File: src/rtl/secded_pkg.sv
// Shared types and constants for the SECDED decode engine.
// Latency: n/a (declarations only).
// Backpressure: n/a.
package secded_pkg;

  typedef enum logic [2:0] {
    IDLE,
    RD_LO,
    RD_HI,
    CAP_HI,
    DECODE,
    WR_HI,
    WR_LO,
    DONE
  } state_t;

  // Status flag written into the top two bits of each result hi byte.
  localparam logic [1:0] F_NONE   = 2'b00;
  localparam logic [1:0] F_SINGLE = 2'b01;
  localparam logic [1:0] F_DOUBLE = 2'b10;

  // Parity bit positions inside the 16-bit codeword; all other positions carry data.
  localparam int P8_POS = 8;
  localparam int P4_POS = 4;
  localparam int P2_POS = 2;
  localparam int P1_POS = 1;
  localparam int P0_POS = 0;

endpackage

File: src/rtl/secded_syndrome.sv
// Combinational SECDED check of one 16-bit codeword: corrected data and status flag.
// Latency: 0 cycles (pure combinational).
// Backpressure: none.
module secded_syndrome
  import secded_pkg::*;
(
  input  logic [15:0] cw,
  output logic [11:1] data,
  output logic [1:0]  flag
);

  logic [3:0]  syn;
  logic        par;
  logic [15:0] fixed;

  // Syndrome is the XOR of the indices of all set bits; overall parity picks single vs double.
  always_comb begin
    syn = '0;
    for (int k = 1; k < 16; k++) begin
      if (cw[k]) syn = syn ^ 4'(k);
    end
    par   = ^cw;
    fixed = cw;
    flag  = F_NONE;
    if (par) begin
      // Odd overall parity: one flipped bit at position syn (syn=0 is p0 itself).
      fixed[syn] = ~cw[syn];
      flag       = F_SINGLE;
    end else if (syn != 4'd0) begin
      // Even parity with a nonzero syndrome: two flips, data left as received.
      flag = F_DOUBLE;
    end
    data = {fixed[15:P8_POS+1], fixed[P8_POS-1:P4_POS+1], fixed[P4_POS-1]};
  end

endmodule

File: src/rtl/secded_decode_engine.sv
// Reads N_MSG codewords from memory, corrects/flags them, writes data+status back.
// Latency: 6 cycles per codeword; done rises 1 + 6*N_MSG cycles after req is sampled.
// Backpressure: none; req is ignored while busy, memory is assumed always ready.
module secded_decode_engine
  import secded_pkg::*;
#(
  parameter int N_MSG    = 15,
  parameter int IN_BASE  = 30,
  parameter int OUT_BASE = 0,
  parameter int AW       = 8
) (
  input  logic          clk,
  input  logic          reset,
  input  logic          req,
  output logic          done,
  output logic          busy,
  output logic [AW-1:0] mem_addr,
  input  logic [7:0]    mem_rd_data,
  output logic          mem_wr_en,
  output logic [7:0]    mem_wr_data,
  output logic [3:0]    err1_cnt,
  output logic [3:0]    err2_cnt
);

  localparam int            IW   = (N_MSG > 1) ? $clog2(N_MSG) : 1;
  localparam logic [IW-1:0] LAST = IW'(N_MSG - 1);

  state_t        state, state_nx;
  logic [IW-1:0] idx;
  logic [7:0]    lo_q, hi_q;
  logic [11:1]   dec_data, data_q;
  logic [1:0]    dec_flag, flag_q;
  logic [AW-1:0] addr_hold;
  logic [AW-1:0] off;
  logic          start;

  secded_syndrome u_syndrome (
    .cw   ({hi_q, lo_q}),
    .data (dec_data),
    .flag (dec_flag)
  );

  assign start = req && (state == IDLE || state == DONE);
  assign off   = AW'(idx) << 1;
  assign busy  = (state != IDLE) && (state != DONE);

  // Next-state sequencing: a fixed six-step walk per codeword.
  always_comb begin
    state_nx = state;
    case (state)
      IDLE, DONE: if (req) state_nx = RD_LO;
      RD_LO:      state_nx = RD_HI;
      RD_HI:      state_nx = CAP_HI;
      CAP_HI:     state_nx = DECODE;
      DECODE:     state_nx = WR_HI;
      WR_HI:      state_nx = WR_LO;
      WR_LO:      state_nx = (idx == LAST) ? DONE : RD_LO;
      default:    state_nx = IDLE;
    endcase
  end

  // Memory port drive; the address holds its previous value in non-accessing states.
  always_comb begin
    mem_addr    = addr_hold;
    mem_wr_en   = 1'b0;
    mem_wr_data = 8'h00;
    case (state)
      RD_LO: mem_addr = AW'(IN_BASE) + off;
      RD_HI: mem_addr = AW'(IN_BASE) + off + AW'(1);
      WR_HI: begin
        mem_addr    = AW'(OUT_BASE) + off + AW'(1);
        mem_wr_en   = 1'b1;
        mem_wr_data = {flag_q, 3'b000, data_q[11:9]};
      end
      WR_LO: begin
        mem_addr    = AW'(OUT_BASE) + off;
        mem_wr_en   = 1'b1;
        mem_wr_data = data_q[8:1];
      end
      default: ;
    endcase
  end

  // State, index, captured bytes, decoded result, counters and the lagging done flag.
  always_ff @(posedge clk or posedge reset) begin
    if (reset) begin
      state     <= IDLE;
      idx       <= '0;
      lo_q      <= '0;
      hi_q      <= '0;
      data_q    <= '0;
      flag_q    <= F_NONE;
      err1_cnt  <= '0;
      err2_cnt  <= '0;
      done      <= 1'b0;
      addr_hold <= '0;
    end else begin
      state     <= state_nx;
      addr_hold <= mem_addr;
      done      <= (state == DONE);
      if (start) begin
        idx      <= '0;
        err1_cnt <= '0;
        err2_cnt <= '0;
      end
      // Read data lags its address by one cycle, hence capture one state later.
      if (state == RD_HI)  lo_q <= mem_rd_data;
      if (state == CAP_HI) hi_q <= mem_rd_data;
      if (state == DECODE) begin
        data_q <= dec_data;
        flag_q <= dec_flag;
        if (dec_flag == F_SINGLE && err1_cnt != 4'hF) err1_cnt <= err1_cnt + 4'd1;
        if (dec_flag == F_DOUBLE && err2_cnt != 4'hF) err2_cnt <= err2_cnt + 4'd1;
      end
      if (state == WR_LO && idx != LAST) idx <= idx + IW'(1);
    end
  end

endmodule

File: config.mk
export PLATFORM = sky130hd
export DESIGN_NAME = secded_decode_engine
export DESIGN_NICKNAME = d
export VERILOG_FILES = /design/src/rtl/secded_pkg.sv /design/src/rtl/secded_syndrome.sv /design/src/rtl/secded_decode_engine.sv
export SDC_FILE = /design/constraint.sdc
export NUM_CORES = 1
export LEC_CHECK = 0
export CAP_MARGIN = 20
export CORE_MARGIN = 5
export CORE_UTILIZATION = 56
export DETAILED_ROUTE_END_ITERATION = 8
export GPL_TIMING_DRIVEN = 0
export PLACE_DENSITY = 0.77
export SLEW_MARGIN = 20
export SYNTH_ARGS = -nofsm -noshare
export SYNTH_HDL_FRONTEND = slang
export SYNTH_SLANG_ARGS = --single-unit
File: constraint.sdc
create_clock -name clk -period 4.2 [get_ports clk]
set_input_delay 1.26 -clock clk [delete_from_list [all_inputs] [get_ports clk]]
set_output_delay 1.26 -clock clk [all_outputs]
set_load 0.05 [all_outputs]
=== Yosys cells after proc, flatten, opt, wreduce, memory -nomap -nowiden ===
Cells that the tools add are included.

* Logic and storage cells: 99
* Output and inout port bits: 27
* Bits in registers: 53
* Input port bits: 11

* Magnitude comparators: 2
* Add/subtract/negate cells: 6
* Bitwise logic cells: 15
* Muxes and demuxes: 37
* Reduce and logical (&&, ||, !) cells: 14
* Equality and inequality tests: 15

{| class="wikitable"
|+ Operators with widths
! kind !! count
|-
| two-way mux 4 bit || 16
|-
| case mux 8 bit (4 select lines) || 1
|-
| case mux 3 bit (7 select lines) || 1
|-
| two-way mux 3 bit || 6
|-
| bitwise mux 16 bit || 1
|-
| two-way mux 16 bit || 1
|-
| case mux 8 bit (2 select lines) || 1
|-
| XOR reduction 16 bit || 1
|-
| adder 4 x 1 -> 4 bit, second input constant || 3
|-
| == test 3 bit, second input constant || 4
|-
| != test 4 bit, second input constant || 3
|-
| NOT 2 bit || 6
|-
| NOT 3 bit || 4
|-
| two-way mux 2 bit || 4
|-
| adder 6 x 1 -> 7 bit, second input constant || 1
|-
| adder 5 x 1 -> 6 bit, second input constant || 1
|-
| adder 5 x 5 -> 6 bit, first input constant || 1
|-
| == test 3 x 2 -> 1 bit, second input constant || 2
|-
| logical AND 1 bit || 6
|-
| less-than comparator 4 x 5 -> 1 bit, second input constant || 1
|-
| binary-select mux 1 bit (select 4 bit) || 1
|-
| demux 1 bit (select 4 bit) || 1
|-
| == test 4 bit, second input constant || 1
|-
| greater-or-equal comparator 4 x 1 -> 1 bit, second input constant || 1
|-
| 15 further kinds || 21
|}

=== Logic depth before layout (Yosys ltp) ===
* Depth after elaboration: 33
* Depth in mapped cells: 8
* Gate-level depth less buffers: 7

=== Cells and area by module ===
From an unflattened synthesis, not the netlist that was laid out.

* Cells, all modules: 302
* Area total of the unflattened synthesis: 3199.3 sq um

{| class="wikitable"
|+ Modules (own cells, without submodules)
! module !! cells an instance !! instances !! seq. area each (sq um) !! area an instance (sq um)
|-
| secded_decode_engine || 215 || 1 || 1326.3 || 2473.6
|-
| secded_syndrome || 87 || 1 || 0.0 || 725.7
|}

=== Worst setup path before layout ===
Ideal clock, no wire load.

* Kind: register to output
* Start: register state[0]
* End: output port mem_addr[1]
* Buffers on the path: 2
* Path slack: 0.736 ns
* Stages on the path, launching flop included: 7
* Arrival: 2.204 ns
* Required time: 2.940 ns
* Path through: dfrtp_1 -> clkbuf_1 -> nor2b_1 -> or2_2 -> clkbuf_1 -> nor2_1 -> a21oi_1

* Cells in the longest elaborated chain, start to end: 2
* Elaborated cells between the ends (all ways): 5
* Classes of those cells: 4 x eq/ne; 1 x mux

{| class="wikitable"
|+ Ends and longest elaborated chain
! what !! line !! text
|-
| start, declared || secded_decode_engine.sv:28 || <nowiki>state_t state, state_nx;</nowiki>
|-
| start signal, assigned || secded_decode_engine.sv:98 || <nowiki>state <= state_nx;</nowiki>
|-
| == test 3 bit, or another cell as far along || secded_decode_engine.sv:67 || <nowiki>case (state)</nowiki>
|-
| case mux 8 bit (4 select lines) (*) || secded_decode_engine.sv:67 ||
|-
| end, declared || secded_decode_engine.sv:17 || <nowiki>output logic [AW-1:0] mem_addr,</nowiki>
|}

Mark *: on every way between the ends. The rest lies on a longest branch, timed or not.

=== Worst setup path in the final report ===
* Start: register state[0]
* End: output port mem_addr[6]

Same word-level chain as after synthesis.

==> results.toml <==
[run_status]
outcome = "finished, final reports clean"

[grt]
top_usage_layer = "met2"
grt_pass1_vias = 2454
met3_usage_pct = 3.84
grt.overflow.total = 0
grt_use_met2_pct = 30.9
grt_max_degree = 36
grt_use_met1_pct = 26.7
track_usage_pct = 19.3
antenna_found_initial = 0
grt_pass1_wl_um = 11500

[floorplan]
die_x_um = 85.6
ios = 38
placementRows = 27
coreArea_um2 = 5540
dieArea_um2 = 7340
die_y_um = 85.6
start_util_pct = 57.8

[clocking]
numCtsBuffers = 5
clock_latency_ns = 0.32
clockBufferDepth = 2
post_cts_resized = 4
clock-sinks = 53
cts_max_level = 2
cts_tree = "done"
postCtsSetupRepairBufs = 0
path_clk_slew_ns = 0.10
root_buffer = "clkbuf_8"
ctsHoldBuffers = 0

[critical_path]
worstSetupPathType = "register to output port"
rrSetupSlack_ns = 1.68
worstPathRequired_ns = 2.94
cp_max_fo = 10
worst_r2r_endpoint = "err2_cnt[0]"
end_kind = "output port"
critPathArrivalTime_ns = 2.71
ff2ff_path_depth = 7
rr_startpoint = "lo_q[5]"
start_kind = "register"

[timing]
hold_viol_final = 0
finalMaxSlewViolations = 0
setup_tns_ns = 0
clock_skew_ns = 0.0120
fin_crit_ns = 3.97
slew_headroom_pct = 26.9
setup-violations-final = 0
tightest_slew_ns = 1.09
grt_setup_unrepaired = "no"
hold_slack_ns = 0.490
period_share_pct = 94.6
fmax_ghz = 0.252

[synth]
ys.flop_type = "dfrtp_1"
ys_warn_count = 0
syn_inst = 321
synth.area.mux_share_pct = 8.86
synth_top_family_by_area = "simple AND/OR/NAND/NOR gates"
synth_cell_type_count = 52
ys_ff_latch = 53
netlist_area_um2 = 3200
yosys.area_share.simple_pct = 15.2
syn_avg_cell_area_um2 = 9.98
synthesis.nets = 337
synth-compound-area-share_pct = 13.4
synth_xor_area_share_pct = 14.7
yosysSeqAreaShare_pct = 41.4
synth_adder_area_share_pct = 2.89
synth_edf_count = 0
async_flop_share_pct = 100

[final_layout]
nNetsFinal = 382
multi_input_area_um2 = 1760
seq_area_um2 = 1330
drive_gt1_share_pct = 15.3
antenna-diode-count = 0
area_growth_pct = 17.7
final_common_cell = "dfrtp_1"
mostFrequentLayoutCells = "53 x dfrtp_1, 36 x nor2_1, 32 x clkdlybuf4s50_1, 22 x nand2_1, 21 x xnor2_1"
fill_cells = 458

[drt]
viasPerCell = 5.65
firstDrtPassIters = 4
vias = 2482
avgRoutedWirePerCell_um = 15.3
ant_nets = 0
drc = 0
drt_iter0_drc = 188
wirelength_um = 6700

[place]
port_buffers = 37
gp_congestion = 0.806
dp.final_hpwl_um = 5070

[hold_path]
holdCritStartpoint = "addr_hold[6]"
holdPathEnd = "addr_hold[6]"
hp-class = "register to register"
min_path_cells = 2

[job]
maxCapViolations = 0
[flip-flops by register name, indices dropped and copies added (netlist names)]
name	cells
flag_q	2
idx	4
lo_q	8
hi_q	8
addr_hold	8
done	1
err2_cnt	4
err1_cnt	4
data_q	11
state	3
[through the flow]
step                      std cells  worst slack (ns)  util, %  cell area, µm²
final                           439             0.226     68.1            3770
after global routing            439           0.00261     68.1            3770
after CTS                       439             0.148     68.2            3780
after detailed placement        431             0.224     66.5            3680
after global placement          430             0.211     66.1            3660
after floorplan                 321             0.736        -            3200
[critical path, cell delays in order, from the launching register on]
cell	delay, ns
dfrtp_1	0.42
clkbuf_1	0.21
nor2b_2	0.24
or2_2	0.33
clkbuf_1	0.22
nor2_1	0.16
clkdlybuf4s50_1	0.82
[synthesized netlist by cell type, types with 4 or more instances]
cell type  instances  area share, %
a21oi_1           12            1.9
a22oi_1            8            1.9
and2_1             4           0.78
and3_1             5           0.98
clkbuf_1          12            1.4
dfrtp_1           53             41
ha_1               5            2.0
inv_1              9            1.1
mux2_2            19            6.7
mux2i_1            7            2.2
nand2_1           22            2.6
nand3_1           11            1.7
nor2_1            36            4.2
nor2b_1            5           0.98
nor3_1             6           0.94
o21ai_0           19            3.0
xnor2_1           21            5.7
xnor2_2            5            2.5
xor2_1            12            3.3
[area by class of cell]
class / count / area share [%]
multi-input cells: 243 / 46.8
flip-flops and latches: 53 / 35.2
repair buffers: 38 / 9.99
well taps: 72 / 2.39
plain buffers: 16 / 2.19
clock buffers: 5 / 1.82
inverters: 9 / 0.896
clock inverters: 3 / 0.763
[cells by family after synthesis]
logic type                 Yosys count
and+or+nand+nor                    103
AOI/OAI and AO/OA                   63
DFF                                 53
xor gates and xnor gates            43
muxes                               26
buffers and inverters               25
adders and majority gates            8
[worst max path at each step]
stage                         from  slack (ns)           to  cells after the start
after floorplan           state[0]        0.74  mem_addr[1]                      6
after global routing      state[0]       0.003  mem_addr[6]                      6
after global placement    state[0]        0.21  mem_addr[4]                      7
after CTS                 state[0]        0.15  mem_addr[7]                      6
after detailed placement  state[0]        0.22  mem_addr[4]                      7
final                     state[0]        0.23  mem_addr[6]                      6
[routing by layer]
| metal | part of all wire (%) | up-vias |
|---|---|---|
| met5 | 0 | - |
| met4 | 0.61 | 0 |
| met3 | 5.5 | 4 |
| met2 | 47 | 63 |
| met1 | 47 | 1206 |
| li1 | - | 1209 |
Power is left out: the tool's default activity adds up to more than one toggle a clock period on the data nets, which glitch-free logic cannot reach.
